===== src/rtl/ddr_cmd_pkg.sv =====
// rtl/ddr_cmd_pkg.sv - DDR4 command indices and RAS/CAS/WE truth-table encodings
package ddr_cmd_pkg;

  localparam int CMD_WIDTH = 19;

  // MPR and RSV occupy slots in the vector but no pin pattern asserts them
  typedef enum logic [4:0] {
    CMD_ACT    = 5'd0,
    CMD_PRE    = 5'd1,
    CMD_PREA   = 5'd2,
    CMD_RD     = 5'd3,
    CMD_RDA    = 5'd4,
    CMD_WR     = 5'd5,
    CMD_WRA    = 5'd6,
    CMD_REF    = 5'd7,
    CMD_SRE    = 5'd8,
    CMD_SRX    = 5'd9,
    CMD_PDE    = 5'd10,
    CMD_PDX    = 5'd11,
    CMD_MRS    = 5'd12,
    CMD_ZQCL   = 5'd13,
    CMD_ZQCS   = 5'd14,
    CMD_RD_BC4 = 5'd15,
    CMD_WR_BC4 = 5'd16,
    CMD_MPR    = 5'd17,
    CMD_RSV    = 5'd18
  } cmd_idx_e;

  localparam logic [2:0] ENC_MRS = 3'b000;
  localparam logic [2:0] ENC_REF = 3'b001;
  localparam logic [2:0] ENC_PRE = 3'b010;
  localparam logic [2:0] ENC_RSV = 3'b011;
  localparam logic [2:0] ENC_WR  = 3'b100;
  localparam logic [2:0] ENC_RD  = 3'b101;
  localparam logic [2:0] ENC_ZQ  = 3'b110;
  localparam logic [2:0] ENC_NOP = 3'b111;

endpackage


===== src/rtl/ddr_bank_tracker.sv =====
// rtl/ddr_bank_tracker.sv - per-bank open flags and legality check for decoded commands
// Only instantiated when DDR_CMD_PROTOCOL_CHECK_EN is defined.
module ddr_bank_tracker
  import ddr_cmd_pkg::*;
#(
  parameter int NBANKS = 8,
  localparam int BIDXW = $clog2(NBANKS)
)(
  input  logic                 clk,
  input  logic                 rst,
  input  logic                 halt,
  input  logic [CMD_WIDTH-1:0] cmd,
  input  logic [BIDXW-1:0]     bank_idx,
  output logic                 legal,
  output logic [NBANKS-1:0]    bank_open
);

  logic is_rw;
  logic bank_is_open;

  assign is_rw = cmd[CMD_RD] | cmd[CMD_RDA] | cmd[CMD_RD_BC4]
               | cmd[CMD_WR] | cmd[CMD_WRA] | cmd[CMD_WR_BC4];
  assign bank_is_open = bank_open[bank_idx];

  assign legal = !(cmd[CMD_ACT] && bank_is_open)
              && !(is_rw && !bank_is_open)
              && !((cmd[CMD_REF] || cmd[CMD_SRE]) && (|bank_open));

  always_ff @(posedge clk) begin
    if (rst) begin
      bank_open <= '0;
    end else if (!halt && legal) begin
      if (cmd[CMD_ACT])
        bank_open[bank_idx] <= 1'b1;
      if (cmd[CMD_PRE] || cmd[CMD_RDA] || cmd[CMD_WRA])
        bank_open[bank_idx] <= 1'b0;
      if (cmd[CMD_PREA])
        bank_open <= '0;
    end
  end

endmodule


===== src/rtl/ddr_cmd_decoder.sv =====
// rtl/ddr_cmd_decoder.sv - DDR4 command/address pin decoder with registered one-hot output
// Bank tracking and illegal-command dropping exist only with DDR_CMD_PROTOCOL_CHECK_EN.
module ddr_cmd_decoder
  import ddr_cmd_pkg::*;
#(
  parameter int ADDRWIDTH     = 17,
  parameter int BANKGROUPS    = 4,
  parameter int BANKSPERGROUP = 2,
  parameter int COLS          = 1024,
  localparam int BGWIDTH      = $clog2(BANKGROUPS),
  localparam int BAWIDTH      = $clog2(BANKSPERGROUP),
  localparam int CADDRWIDTH   = $clog2(COLS),
  localparam int NBANKS       = BANKGROUPS * BANKSPERGROUP
)(
  input  logic                  clk,
  input  logic                  rst,
  input  logic                  halt,
  input  logic                  cke,
  input  logic                  cs_n,
  input  logic                  act_n,
  input  logic                  ras_n_a16,
  input  logic                  cas_n_a15,
  input  logic                  we_n_a14,
  input  logic [BGWIDTH-1:0]    bg_in,
  input  logic [BAWIDTH:0]      ba_in,
  input  logic [13:0]           a,
  output logic [CMD_WIDTH-1:0]  commands,
  output logic [BGWIDTH-1:0]    bg,
  output logic [BAWIDTH:0]      ba,
  output logic [ADDRWIDTH-1:0]  row,
  output logic [CADDRWIDTH-1:0] column,
  output logic [NBANKS-1:0]     bank_open,
  output logic                  err,
  output logic [15:0]           err_count
);

  logic                 cke_q;
  logic                 self_refresh;
  logic                 legal;
  logic                 nop_or_des;
  logic                 is_rw;
  logic [2:0]           enc;
  logic [16:0]          row_full;
  logic [CMD_WIDTH-1:0] dec;

  assign enc        = {ras_n_a16, cas_n_a15, we_n_a14};
  assign nop_or_des = cs_n || (act_n && enc == ENC_NOP);
  assign row_full   = {ras_n_a16, cas_n_a15, we_n_a14, a};
  assign is_rw      = dec[CMD_RD] | dec[CMD_RDA] | dec[CMD_RD_BC4]
                    | dec[CMD_WR] | dec[CMD_WRA] | dec[CMD_WR_BC4];

  // cke edges take precedence over the pin command; cke low on both cycles decodes nothing
  always_comb begin
    dec = '0;
    if (!cke_q && cke) begin
      if (nop_or_des)
        dec[self_refresh ? CMD_SRX : CMD_PDX] = 1'b1;
    end else if (cke_q && !cke) begin
      if (nop_or_des)
        dec[CMD_PDE] = 1'b1;
      else if (act_n && enc == ENC_REF)
        dec[CMD_SRE] = 1'b1;
    end else if (cke_q && cke && !cs_n) begin
      if (!act_n) begin
        dec[CMD_ACT] = 1'b1;
      end else begin
        case (enc)
          ENC_MRS: dec[CMD_MRS] = 1'b1;
          ENC_REF: dec[CMD_REF] = 1'b1;
          ENC_PRE: dec[a[10] ? CMD_PREA : CMD_PRE] = 1'b1;
          ENC_WR:  dec[a[10] ? CMD_WRA : (a[12] ? CMD_WR : CMD_WR_BC4)] = 1'b1;
          ENC_RD:  dec[a[10] ? CMD_RDA : (a[12] ? CMD_RD : CMD_RD_BC4)] = 1'b1;
          ENC_ZQ:  dec[a[10] ? CMD_ZQCL : CMD_ZQCS] = 1'b1;
          ENC_RSV, ENC_NOP: ;
        endcase
      end
    end
  end

  always_ff @(posedge clk) begin
    if (rst) begin
      commands     <= '0;
      bg           <= '0;
      ba           <= '0;
      row          <= '0;
      column       <= '0;
      cke_q        <= 1'b0;
      self_refresh <= 1'b0;
    end else if (halt) begin
      commands <= '0;
    end else begin
      cke_q    <= cke;
      commands <= legal ? dec : '0;
      if (legal && (|dec)) begin
        bg <= bg_in;
        ba <= ba_in;
      end
      if (legal && dec[CMD_ACT])
        row <= row_full[ADDRWIDTH-1:0];
      if (legal && is_rw)
        column <= a[CADDRWIDTH-1:0];
      if (legal && dec[CMD_SRE])
        self_refresh <= 1'b1;
      else if (dec[CMD_SRX])
        self_refresh <= 1'b0;
    end
  end

`ifdef DDR_CMD_PROTOCOL_CHECK_EN
  localparam int BIDXW = $clog2(NBANKS);

  logic [BIDXW-1:0] bank_idx;
  logic             err_q;
  logic [15:0]      err_count_q;

  assign bank_idx = BIDXW'(int'(bg_in) * BANKSPERGROUP + int'(ba_in[BAWIDTH-1:0]));

  ddr_bank_tracker #(.NBANKS(NBANKS)) u_tracker (
    .clk       (clk),
    .rst       (rst),
    .halt      (halt),
    .cmd       (dec),
    .bank_idx  (bank_idx),
    .legal     (legal),
    .bank_open (bank_open)
  );

  always_ff @(posedge clk) begin
    if (rst) begin
      err_q       <= 1'b0;
      err_count_q <= '0;
    end else if (halt) begin
      err_q <= 1'b0;
    end else begin
      err_q <= (|dec) && !legal;
      if ((|dec) && !legal && err_count_q != 16'hFFFF)
        err_count_q <= err_count_q + 16'd1;
    end
  end

  assign err       = err_q;
  assign err_count = err_count_q;
`else
  assign legal     = 1'b1;
  assign bank_open = '0;
  assign err       = 1'b0;
  assign err_count = '0;
`endif

endmodule

===== config.mk =====
export PLATFORM = sky130hd
export DESIGN_NAME = ddr_cmd_decoder
export DESIGN_NICKNAME = d
export VERILOG_FILES = /design/src/rtl/ddr_cmd_pkg.sv /design/src/rtl/ddr_bank_tracker.sv /design/src/rtl/ddr_cmd_decoder.sv
export SDC_FILE = /design/constraint.sdc
export NUM_CORES = 1
export LEC_CHECK = 0
export CORE_ASPECT_RATIO = 2
export CORE_MARGIN = 1.5
export CORE_UTILIZATION = 40
export DETAILED_ROUTE_END_ITERATION = 12
export GPL_TIMING_DRIVEN = 0
export PLACE_DENSITY = 0.79
export RECOVER_POWER = 50
export SYNTH_ARGS = -nofsm -noshare
export SYNTH_HDL_FRONTEND = slang
export SYNTH_HIERARCHICAL = 1
export SYNTH_SLANG_ARGS = --single-unit
export TNS_END_PERCENT = 100

===== constraint.sdc =====
create_clock -name clk -period 1.8 [get_ports clk]
set_clock_uncertainty 0.05 [all_clocks]
set_input_delay 0.18 -clock clk [delete_from_list [all_inputs] [get_ports clk]]
set_output_delay 0.18 -clock clk [all_outputs]
set_load 0.02 [all_outputs]

======== After elaboration in Yosys (flattened, before gate mapping) ========
Cells that the tools add are included.
storage, ports and cells
  bits of input ports ..................... 27
  register bits after elaboration ......... 52
  word-level logic and storage cells ...... 89
  output and inout port bits .............. 75
operators by class
  $lt $le $gt $ge ......................... 10
  equality and inequality tests ........... 6
  mux-type cells .......................... 37
  reductions and logical operators ........ 23
  bitwise gates (word level) .............. 6
operator list
  operator                                                                       number
  19-bit 2-to-1 mux                                                              3
  7-bit case mux with 4 select lines                                             1
  1-bit demux with 5-bit select                                                  5
  6-bit case mux with 4 select lines                                             1
  19-bit OR reduction                                                            1
  4-bit by 6-bit less-than comparator with 1-bit output (second input constant)  3
  18-bit 2-to-1 mux                                                              1
  8-bit 2-to-1 mux                                                               2
  4-bit case mux with 4 select lines                                             1
  1-bit 2-to-1 mux                                                               14
  3-bit == test (second input constant)                                          4
  4-bit by 1-bit >= comparator with 1-bit output (second input constant)         3
  1-bit logical AND                                                              11
  5-bit 2-to-1 mux                                                               2
  1-bit case mux with 5 select lines                                             2
  4-bit 2-to-1 mux                                                               2
  2-bit AND reduction                                                            4
  2-bit by 6-bit less-than comparator with 1-bit output (second input constant)  1
  5-bit by 6-bit less-than comparator with 1-bit output (second input constant)  1
  2-bit 2-to-1 mux                                                               3
  5-bit by 1-bit >= comparator with 1-bit output (second input constant)         1
  1-bit bitwise OR                                                               5
  3-bit by 1-bit == test with 1-bit output (second input constant)               1
  3-bit by 2-bit == test with 1-bit output (second input constant)               1
  7 further kinds                                                                9

======== Longest topological paths before layout ========
  word-level depth ........................ 17
  mapped depth ............................ 7
  mapped depth without buffers ............ 4

======== Worst setup path after synthesis ========
No wires, ideal clock.
  path type ............................... reg-to-reg
  from .................................... reg cke_q
  to ...................................... reg row[12]
  path buffers ............................ 3
  required time ........................... 1.623 ns
  data arrival time ....................... 1.226 ns
  period minus slack after synthesis ...... 1.403 ns
  library setup time ...................... 0.127 ns
  path slack .............................. 0.397 ns
  cell stages (with the launch flop) ...... 8
  cells stage by stage .................... dfxtp_1 > buf_4 > nand3b_2 > or3_1 > buf_6 > buf_6 > nand2_1 > a21oi_2
on the way
  longest elaborated chain between the ends .. 6
  elaborated cells between the ends (all ways) .. 9
  classes of those cells .................. mux (3); reduce/logical (6)
ends and longest elaborated chain
  what                                      line                   RTL
  from (decl)                               ddr_cmd_decoder.sv:37  logic cke_q;
  from (signal assigned)                    ddr_cmd_decoder.sv:92  cke_q <= cke;
  1-bit logical AND (2 in a row)            ddr_cmd_decoder.sv:63  end else if (cke_q && cke && !cs_n) begin
  19-bit 2-to-1 mux                         ddr_cmd_decoder.sv:63
  8-bit 2-to-1 mux                          ddr_cmd_decoder.sv:58  end else if (cke_q && !cke) begin
  19-bit 2-to-1 mux (*)                     ddr_cmd_decoder.sv:55  if (!cke_q && cke) begin
  2-bit AND reduction (no source line) (*)  -
  to (signal assigned)                      ddr_cmd_decoder.sv:99  row <= row_full[ADDRWIDTH-1:0];
  to (decl)                                 ddr_cmd_decoder.sv:30  output logic [ADDRWIDTH-1:0] row,
Mark *: on every way between the ends. The rest lies on a longest branch, timed or not.
A chain may end at the register's enable or synchronous reset.

======== Worst setup path after layout ========
  from .................................... in cke
  to ...................................... reg row[9]
on the way
  longest elaborated chain between the ends .. 6
  elaborated cells between the ends (all ways) .. 9
  classes of those cells .................. mux (3); reduce/logical (6)
ends and longest elaborated chain
  what                                      line                   RTL
  from (decl)                               ddr_cmd_decoder.sv:18  input logic cke,
  1-bit logical AND (2 in a row)            ddr_cmd_decoder.sv:63
  19-bit 2-to-1 mux                         ddr_cmd_decoder.sv:63
  8-bit 2-to-1 mux                          ddr_cmd_decoder.sv:58
  19-bit 2-to-1 mux (*)                     ddr_cmd_decoder.sv:55
  2-bit AND reduction (no source line) (*)  -
Marks and branches as above.

==> flow_summary.ini <==
[outcome]
outcome = completed

[min_path]
hold_path.class = primary input to flip-flop
hold-path-cell-count = 2

[sta]
setup-tns-final_ns = 0
achievable-frequency_ghz = 0.613
total_count_of_hold_check_failures_in_the_final_report = 0
finalMaxSlewViolations = 0
final_period_minus_worst_setup_slack_ns = 1.63
worst_slew_margin_rel = 0.637
period_share = 0.906
timing.final.setup_violations = 0
worst_pin_slew_ns = 0.542
hold_slack_ns = 0.0557
rsz0062_at_grt = false
setup_slack_ns = 0.169

[clock_network]
clock_tree.root_cell = sky130_fd_sc_hd__clkbuf_8
htreeDepth = 2
cts_buffers = 5
cts.hold.buffers_added = 0
cts_tree = built
tritoncts_num_sinks = 52
ctsResizeCount = 0
clkTransAtPathRegs_ns = 0.09
post_cts_setup_buffer_count = 0
cts.path.max_buffers = 2
clk_latency_ns = 0.29

[synth]
post_synth_and_or_nand_nor_area_fraction = 0.225
postSynthRegisterBits = 52
yosys.cell_count.top_type = sky130_fd_sc_hd__dfxtp_1
postSynthAreaPerCell_um2 = 8.95
ranking_of_synthesized_cells_by_area = sky130_fd_sc_hd__dfxtp_1, sky130_fd_sc_hd__buf_4, sky130_fd_sc_hd__nand2_1, sky130_fd_sc_hd__a21oi_1, sky130_fd_sc_hd__buf_6
synth_compound_gate_area_share = 0.110
synthDominantCellAreaShare = 0.489
synthDistinctLibCells = 36
synth_top_family_by_area = simple AND/OR/NAND/NOR gates
synth_xor_xnor_area_share = 0.00411
synth.top_cells.by_count = sky130_fd_sc_hd__dfxtp_1, sky130_fd_sc_hd__nand2_1, sky130_fd_sc_hd__buf_4
synth.mux.area_fraction = 0.0235
arithmetic_cell_share_of_the_synthesized_area_counting_full_adders_half_adders_and_majority_gates = 0
yosysTopAreaCell = sky130_fd_sc_hd__dfxtp_1
synth.cell_area_um2 = 2130
synth_cells = 238
synth_ff_type = sky130_fd_sc_hd__dfxtp_1
synth_edf_count = 0
yosys_warnings = 6
synth_sequential_area_ratio = 0.489
asyncSetResetFlopFracSynth = 0

[route]
via_count = 1867
wl_per_cell_um = 12.5
drt_first_pass_iters = 4
drt_iter0_markers = 39
final_routed_wirelength_um = 5050
drt.antenna.violating_nets = 0
drc = 0
vias_per_cell = 4.63

[critical_path]
worst_reg2reg_path_depth = 6
crit_arrival_ns = 1.81
path_class = primary input to flip-flop
critical_path.max_fanout = 10
worst_ep_required_time_ns = 1.98
worst_setup_path_start_kind = primary input
timing.critical_path.to_type = flip-flop

[placement]
placed_cells_incl_taps = 395
preCtsSetupSlack_ns = -0.166
dpl.hpwl_um = 4050
port-buffer-count = 73
dpl_cell_area_um2 = 3030
gp_routability_congestion = 0.852

[floorplan]
num_io_pins = 102
start_util = 0.415
core.rowCount = 37
die_x_um = 54.6
die_outline_area_um2 = 5800
floorplan.core_area_um2 = 5140
die-height_um = 106

[layout]
stdcell_area_um2 = 3110
final_core_utilization = 0.606
finish.cell_count_without_fillers = 403
fin_nets = 371
drive_gt1_frac = 0.148
antenna_cells = 0
area.growth.synth_to_final_pct = 46.0

[grt]
aggregate_global_routing_overflow = 0
first_pass_grt_wire_length_um = 7930
grt_max_degree = 17
groute.usage.overall = 0.182
grt_pass1_vias = 1789
antenna_found_initial = 0

[power]
leakagePower_nw = 1.30
fin_total_pwr_mw = 2.08
power.density_cell_area_nw_per_um2 = 669
max-vdd-ir-drop_v = 0.000412

[flow_run]
reported_max_cap_violation_count = 0
## sequential cells by signal (all words and copies together) (netlist names)
name and flops:
ba 2, bg 2, cke_q 1, column 10, commands 19, row 17, self_refresh 1
## layout by cell type, fill, tap and decap left out, types with 5 or more instances in the layout
cell	n
sky130_fd_sc_hd__clkbuf_8	5
sky130_fd_sc_hd__clkdlybuf4s50_1	41
sky130_fd_sc_hd__dfxtp_1	52
sky130_fd_sc_hd__nor2_1	12
sky130_fd_sc_hd__dlygate4sd3_1	32
sky130_fd_sc_hd__mux2i_1	5
sky130_fd_sc_hd__nand2b_1	9
sky130_fd_sc_hd__buf_4	29
sky130_fd_sc_hd__o21ai_0	10
sky130_fd_sc_hd__a21oi_1	26
sky130_fd_sc_hd__nand2_1	50
sky130_fd_sc_hd__conb_1	27
## layer usage
metal,up-vias,routed length (um),track usage
met5,-,0,0
met3,12,228,0.0295
met4,0,163,0.0839
met2,70,2810,0.335
met1,835,1850,0.183
li1,950,-,-
## cells by family (layout without fill, tap and decap cells)
kind of cell | count (synthesis) | in the layout
and+or+nand+nor | 96 | 96
xor gates and xnor gates | 1 | 1
AOI/OAI and AO/OA | 41 | 41
muxes | 5 | 5
DFF | 52 | 52
buffers and inverters | 42 | 123
other | 1 | 27
## path summary, 6_finish.rpt
path,from,end,slack [ns]
worst max register to register,cke_q$_SDFFE_PP0N_,row[9]$_SDFFE_PP0P_,0.24
worst min register to register,self_refresh$_SDFFE_PP0P_,commands[11]$_SDFF_PP0_,0.40
worst min-delay path,ras_n_a16,commands[2]$_SDFF_PP0_,0.06
worst max-delay path,cke,row[9]$_SDFFE_PP0P_,0.17
## critical path: stages
cell and delay (ns):
sky130_fd_sc_hd__clkdlybuf4s50_1 0.61, sky130_fd_sc_hd__nand3b_2 0.17, sky130_fd_sc_hd__nor3_2 0.44, sky130_fd_sc_hd__buf_6 0.22
sky130_fd_sc_hd__nand2_1 0.07, sky130_fd_sc_hd__a21oi_1 0.12
## cell type report
cell class | instances | area (um2)
multi-input cells | 170 | 875
well taps | 58 | 72.6
flip-flops and latches | 52 | 1040
inverters | 1 | 3.75
clock buffers | 5 | 68.8
clock inverters | 3 | 18.8
repair buffers | 73 | 731
fillers | 462 | 2030
plain buffers | 41 | 302
## power breakdown
| group | switching [mW] | leakage, nW | internal (mW) |
|---|---|---|---|
| clock | 0.367 | 0.0479 | 0.271 |
| sequential | 0.00418 | 0.420 | 1.16 |
| combinational | 0.148 | 0.835 | 0.129 |
Note: power is estimated with default switching activity, not from simulation.
